### config.mk
export PLATFORM = sky130hd
export DESIGN_NAME = signed_adder_array_flat
export DESIGN_NICKNAME = d
export VERILOG_FILES = /design/src/rtl/signed_adder_array_if.sv /design/src/rtl/signed_adder_array.sv /design/src/flat_wrapper.sv
export SDC_FILE = /design/constraint.sdc
export NUM_CORES = 1
export LEC_CHECK = 0
export CAP_MARGIN = 5
export CORE_ASPECT_RATIO = 1.2
export CORE_UTILIZATION = 40
export CTS_CLUSTER_SIZE = 12
export DETAILED_ROUTE_END_ITERATION = 6
export PLACE_DENSITY = 0.65
export SLEW_MARGIN = 15
export SYNTH_ARGS = -nofsm -noshare
export SYNTH_HDL_FRONTEND = slang
export SYNTH_SLANG_ARGS = --single-unit
### constraint.sdc
create_clock -name clk -period 3.8 [get_ports clk]
set_clock_uncertainty 0.2 [all_clocks]
set_input_delay 0.76 -clock clk [delete_from_list [all_inputs] [get_ports clk]]
set_output_delay 0.76 -clock clk [all_outputs]
set_load 0.005 [all_outputs]
### src/rtl/signed_adder_array_if.sv
// rtl/signed_adder_array_if.sv - input/result handshake bundle for signed_adder_array
interface signed_adder_array_if #(
    parameter int NUM_CH    = 4,
    parameter int IN1_WIDTH = 20,
    parameter int IN2_WIDTH = 32,
    parameter int OUT_WIDTH = 32
);
    logic                          in_valid;
    logic                          in_ready;
    logic [NUM_CH*IN1_WIDTH-1:0]   in_a;
    logic [NUM_CH*IN2_WIDTH-1:0]   in_b;
    logic                          in_mode;
    logic                          in_last;
    logic                          out_valid;
    logic                          out_ready;
    logic [NUM_CH*OUT_WIDTH-1:0]   out_data;
    logic [NUM_CH-1:0]             out_sat;

    modport slave (
        input  in_valid, in_a, in_b, in_mode, in_last, out_ready,
        output in_ready, out_valid, out_data, out_sat
    );

    modport master (
        output in_valid, in_a, in_b, in_mode, in_last, out_ready,
        input  in_ready, out_valid, out_data, out_sat
    );
endinterface

### src/rtl/signed_adder_array.sv
// rtl/signed_adder_array.sv - multi-lane pipelined signed adder / run accumulator
// SIGNED_ADDER_SAT_EN selects clamping with overflow flags; otherwise results wrap.
module signed_adder_array #(
    parameter int NUM_CH    = 4,
    parameter int IN1_WIDTH = 20,
    parameter int IN2_WIDTH = 32,
    parameter int OUT_WIDTH = 32
) (
    input  logic                 clk,
    input  logic                 reset,
    signed_adder_array_if.slave  bus
);
    localparam int SUM_W = ((IN1_WIDTH > IN2_WIDTH) ? IN1_WIDTH : IN2_WIDTH) + 1;
    // Wide enough to hold both the ADD sum and the ACC step exactly.
    localparam int EXT_W = (SUM_W > OUT_WIDTH + 1) ? SUM_W : OUT_WIDTH + 1;

    typedef logic signed [EXT_W-1:0] ext_t;
    typedef enum logic {ST_IDLE, ST_RUN} state_t;

`ifdef SIGNED_ADDER_SAT_EN
    localparam ext_t MAX_V = ext_t'({{(EXT_W-OUT_WIDTH+1){1'b0}}, {(OUT_WIDTH-1){1'b1}}});
    localparam ext_t MIN_V = ext_t'({{(EXT_W-OUT_WIDTH+1){1'b1}}, {(OUT_WIDTH-1){1'b0}}});

    function automatic logic ovf(input ext_t v);
        return (v > MAX_V) || (v < MIN_V);
    endfunction

    function automatic logic [OUT_WIDTH-1:0] reduce(input ext_t v);
        if (v > MAX_V)
            return MAX_V[OUT_WIDTH-1:0];
        else if (v < MIN_V)
            return MIN_V[OUT_WIDTH-1:0];
        else
            return v[OUT_WIDTH-1:0];
    endfunction
`else
    function automatic logic [OUT_WIDTH-1:0] reduce(input ext_t v);
        return v[OUT_WIDTH-1:0];
    endfunction
`endif

    state_t                              state_q, state_d;
    logic [NUM_CH-1:0][OUT_WIDTH-1:0]    acc_q, acc_d;
    logic [NUM_CH-1:0][OUT_WIDTH-1:0]    s1_data_q, s1_data_d;
    logic [NUM_CH-1:0][OUT_WIDTH-1:0]    out_data_q;
    logic                                s1_emit_q, out_valid_q;
    logic                                adv, accept, fresh, emit;
    ext_t                                add_x [NUM_CH];
    ext_t                                acc_x [NUM_CH];

    assign adv          = !out_valid_q || bus.out_ready;
    assign bus.in_ready = adv && reset;
    assign accept       = bus.in_valid && bus.in_ready;
    assign fresh        = (state_q == ST_IDLE);
    assign emit         = accept && (!bus.in_mode || bus.in_last);

    assign bus.out_valid = out_valid_q;
    assign bus.out_data  = out_data_q;

    always_comb begin
        state_d = state_q;
        if (accept && bus.in_mode)
            state_d = bus.in_last ? ST_IDLE : ST_RUN;
    end

    always_comb begin
        acc_d     = acc_q;
        s1_data_d = '0;
        for (int i = 0; i < NUM_CH; i++) begin
            add_x[i] = ext_t'($signed(bus.in_a[i*IN1_WIDTH +: IN1_WIDTH]))
                     + ext_t'($signed(bus.in_b[i*IN2_WIDTH +: IN2_WIDTH]));
            acc_x[i] = (fresh ? ext_t'(0) : ext_t'($signed(acc_q[i])))
                     + ext_t'($signed(bus.in_a[i*IN1_WIDTH +: IN1_WIDTH]));
            s1_data_d[i] = bus.in_mode ? reduce(acc_x[i]) : reduce(add_x[i]);
            if (accept && bus.in_mode)
                acc_d[i] = reduce(acc_x[i]);
        end
    end

    always_ff @(posedge clk) begin
        if (!reset) begin
            state_q     <= ST_IDLE;
            acc_q       <= '0;
            s1_emit_q   <= 1'b0;
            s1_data_q   <= '0;
            out_valid_q <= 1'b0;
            out_data_q  <= '0;
        end else begin
            state_q <= state_d;
            acc_q   <= acc_d;
            if (adv) begin
                s1_emit_q   <= emit;
                s1_data_q   <= s1_data_d;
                out_valid_q <= s1_emit_q;
                out_data_q  <= s1_data_q;
            end
        end
    end

`ifdef SIGNED_ADDER_SAT_EN
    logic [NUM_CH-1:0] sticky_q, sticky_d, s1_sat_q, s1_sat_d, out_sat_q;
    logic [NUM_CH-1:0] run_ovf;

    // Sticky flags restart with each fresh run; ADD beats never touch them.
    always_comb begin
        sticky_d = sticky_q;
        s1_sat_d = '0;
        run_ovf  = '0;
        for (int i = 0; i < NUM_CH; i++) begin
            run_ovf[i]  = (!fresh && sticky_q[i]) || ovf(acc_x[i]);
            s1_sat_d[i] = bus.in_mode ? run_ovf[i] : ovf(add_x[i]);
            if (accept && bus.in_mode)
                sticky_d[i] = run_ovf[i];
        end
    end

    always_ff @(posedge clk) begin
        if (!reset) begin
            sticky_q  <= '0;
            s1_sat_q  <= '0;
            out_sat_q <= '0;
        end else begin
            sticky_q <= sticky_d;
            if (adv) begin
                s1_sat_q  <= s1_sat_d;
                out_sat_q <= s1_sat_q;
            end
        end
    end

    assign bus.out_sat = out_sat_q;
`else
    assign bus.out_sat = '0;
`endif
endmodule
### src/flat_wrapper.sv
// flat-port wrapper written by rule: the top's interface ports become plain ports
module signed_adder_array_flat 
#(
    parameter int NUM_CH    = 4,
    parameter int IN1_WIDTH = 20,
    parameter int IN2_WIDTH = 32,
    parameter int OUT_WIDTH = 32
)
  (clk, reset, bus_in_valid, bus_in_a, bus_in_b, bus_in_mode, bus_in_last, bus_out_ready, bus_in_ready, bus_out_valid, bus_out_data, bus_out_sat);
  signed_adder_array_if #(.NUM_CH(NUM_CH), .IN1_WIDTH(IN1_WIDTH), .IN2_WIDTH(IN2_WIDTH), .OUT_WIDTH(OUT_WIDTH)) bus_i ();
  input  logic clk;
  input  logic reset;
  input wire logic [$bits(bus_i.in_valid)-1:0] bus_in_valid;
  input wire logic [$bits(bus_i.in_a)-1:0] bus_in_a;
  input wire logic [$bits(bus_i.in_b)-1:0] bus_in_b;
  input wire logic [$bits(bus_i.in_mode)-1:0] bus_in_mode;
  input wire logic [$bits(bus_i.in_last)-1:0] bus_in_last;
  input wire logic [$bits(bus_i.out_ready)-1:0] bus_out_ready;
  output wire logic [$bits(bus_i.in_ready)-1:0] bus_in_ready;
  output wire logic [$bits(bus_i.out_valid)-1:0] bus_out_valid;
  output wire logic [$bits(bus_i.out_data)-1:0] bus_out_data;
  output wire logic [$bits(bus_i.out_sat)-1:0] bus_out_sat;
  assign bus_i.in_valid = bus_in_valid;
  assign bus_i.in_a = bus_in_a;
  assign bus_i.in_b = bus_in_b;
  assign bus_i.in_mode = bus_in_mode;
  assign bus_i.in_last = bus_in_last;
  assign bus_i.out_ready = bus_out_ready;
  assign bus_in_ready = bus_i.in_ready;
  assign bus_out_valid = bus_i.out_valid;
  assign bus_out_data = bus_i.out_data;
  assign bus_out_sat = bus_i.out_sat;
  signed_adder_array #(.NUM_CH(NUM_CH), .IN1_WIDTH(IN1_WIDTH), .IN2_WIDTH(IN2_WIDTH), .OUT_WIDTH(OUT_WIDTH)) u_core (.clk(clk), .reset(reset), .bus(bus_i));
endmodule
==> impl_metrics.toml <==
[run_status]
status = "complete, no violations"

[floorplanning]
fp-row-count = 104
initial_core_util_pct = 40.6
core_sq_um = 67300
die_w_microns = 240
fp.dieH_microns = 288
num_io_pins = 348
die-area_sq_um = 69300

[finish]
postLayoutCoreUtil_pct = 54.8
antennaDiodeCount = 0
fillCellCount = 6548
nets = 4779
instances_no_fill = 5245
drive_gt1_share_pct = 15.3
syn_to_final_growth_pct = 35.1

[power]
leakage_nw = 16.3
power.density_nw_per_um2 = 334
vdd_drop_max_uv = 376
finalPower_mw = 12.3

[flow_run]
maxCapViolations = 0

[detailed_routing]
drtIter0Drc = 1335
wire_per_inst_microns = 16.3
totalWireLength_microns = 85400
wl_met2_microns = 41800
drt_drc_violations_left = 0
highest_layer = "met4"
m1WireLength_microns = 38200
dr.pass1.iters = 5
met3_length_microns = 3160
viasPerCell = 5.30
ant_nets = 0
via_count = 27800

[setup_path]
critPathMaxFanout = 2
cp_data_arrival_time_ns = 3.95
path_class = "in -> reg"
required_ns = 4.09
endpoint_kind = "flop"
crit_path_start_kind = "input pin"

[sta]
worst_hold_slack_ns = 0.247
max_freq_mhz = 273
finalCritPeriodShare_pct = 96.5
rsz0062_at_grt = "no"
tightestPinTransition_ns = 0.879
relSlewSlack_pct = 41.4
setup_violations = 0
finalSetupTns_ns = 0
fin_crit_ns = 3.67
hold_violations = 0
drv_slew = 0

[logic_synthesis]
syn_area_sq_um = 27300
ys_seq_area_share_pct = 28.4
yosys_warnings = 0
ys_async_sr_fraction_pct = 0
synth_seq_cells = 387
synthFlopType = "dfxtp_1"
synth_area_leader_cell = "dfxtp_1"
netlist_instances = 3599
synth_top_area_share_pct = 28.4
ys_types = 96
synth_edf_count = 0
synth_area_leaders = "dfxtp_1 28%, ha_1 11%, a21oi_1 9.2%"
avgSynthCellArea_sq_um = 7.58

[cts]
cts_buffers = 45
clock_latency_ns = 0.58
clk_pin_slew_ns = 0.06
cts_tree = "yes"
numClockSinks = 387
cts_buffer_depth = 3
cts_max_level = 2
root_buffer = "clkbuf_16"

[placed_design]
port_buffers = 343
hpwl_microns = 63400
dp.cells = 5156
place_congestion = 0.931

[global_routing]
grt.overflow.total = 0
antenna_found_initial = 1
grt_pass1_wl_microns = 135000
grt_max_degree = 168
grtUsageTotal_pct = 23.9
grt_pass1_vias = 26900

[worst_hold_path]
min-delay-path-class = "reg -> reg"
[worst paths after layout]
check,start,to,slack (ns),cells after the start
worst max-delay path,bus_in_b[0],u_core.s1_data_q[30],0.13,14
worst min-delay path,u_core.bus.out_data[107],u_core.bus.out_data[107],0.25,2
worst max register to register,u_core.state_q,u_core.s1_data_q[89],0.16,14
worst min register to register,u_core.bus.out_data[107],u_core.bus.out_data[107],0.25,2
[worst max-delay path, cell delays in order]
cell and delay, ns:
clkdlybuf4s50_1 0.41, ha_2 0.19, fa_2 0.38, a211oi_2 0.23, o21ai_1 0.11, a2111o_1 0.48, a311oi_2 0.28, buf_4 0.15
o21bai_2 0.06, o2111ai_1 0.21, a31oi_1 0.14, a21o_1 0.19, mux2i_1 0.12, a221oi_1 0.25
[state kept, by name (all words and copies together), names as in the netlist]
register	count
u_core.acc_q	128
u_core.bus.out_data	128
u_core.bus.out_valid	1
u_core.s1_data_q	128
u_core.s1_emit_q	1
u_core.state_q	1
[metrics by stage]
stage	cell area (sq um)	setup slack (ns)
after floorplan	27300	0.0211
after global placement	35100	-0.608
after detailed placement	35100	-0.704
after CTS	36600	0.00395
after global routing	36900	0.000943
final	36900	0.134
[layer usage]
| layer | up-vias | global-route usage [%] |
|---|---|---|
| met5 | - | 0 |
| met4 | 0 | 6.99 |
| met3 | 120 | 2.74 |
| met1 | 12900 | 29.9 |
| li1 | 14200 | - |
| met2 | 518 | 42.9 |
[report_power, final]
group,leakage [nW],internal (mW),switching (mW)
registers,3.18,4.36,0.160
clock network,0.765,2.76,1.81
logic,12.3,1.60,1.62
total,16.3,8.73,3.59
[repair_timing]
action                                  4_1_cts  5_1_grt
buffers inserted                              0        7
resized for setup                             4       34
hold buffers                                  0        0
pin swaps                                     1       29
endpoints found under the setup margin        3       38
gates cloned                                  0        0
[cells by family after synthesis]
family                   count (synthesis)  synth area share (%)
AND/OR/NAND/NOR                       1264                  20.7
AO/OA/AOI/OAI                         1198                  27.1
flip-flops                             387                  28.4
adder cells (fa/ha/maj)                256                  12.0
buffers and inverters                  243                  3.65
XOR/XNOR                               223                  7.16
multiplexers                            27                 0.995
other                                    1                0.0137
[synthesized netlist by cell type (8+ instances only)]
cell and number:
or3_1 10, dfxtp_1 387, nor2b_1 21, a211oi_1 67, o21a_1 44, nand2b_1 37
clkbuf_1 173, nand4_1 20, and3_1 28, o221ai_1 9, a21oi_1 500, buf_1 9
o21ai_1 13, inv_1 44, a31o_2 11, a31oi_1 37, o31ai_1 8, mux2i_1 26
xor2_1 101, ha_1 248, a21o_1 110, o21ai_0 206, o22ai_1 9, and2_1 132
nand2_1 590, xnor2_1 122, o211ai_1 43, nor3_1 58, nand3_1 67, fa_1 8
a221oi_1 10, o21bai_1 31, nor2_1 266, a211o_1 14, nor4_1 8
[cell usage in the layout (no fill, tap or decap), types with 110 or more instances in the layout]
| cell type | count |
|---|---|
| a21o_1 | 110 |
| a21oi_1 | 496 |
| and2_1 | 132 |
| buf_4 | 502 |
| clkdlybuf4s50_1 | 340 |
| dfxtp_1 | 386 |
| ha_1 | 246 |
| nand2_1 | 590 |
| nor2_1 | 266 |
| o21ai_0 | 205 |
| xnor2_1 | 121 |
[final cells by class]
type / count / area, sq um / share of cell area, %
inverters: 45 / 176 / 0.478
clock buffers: 68 / 1380 / 3.73
flip-flops and latches: 387 / 7750 / 21.0
repair buffers: 858 / 7480 / 20.3
well taps: 901 / 1130 / 3.06
clock inverters: 14 / 183 / 0.495
multi-input cells: 2972 / 18800 / 50.9
No activity file was read; power rests on OpenSTA's default activity.
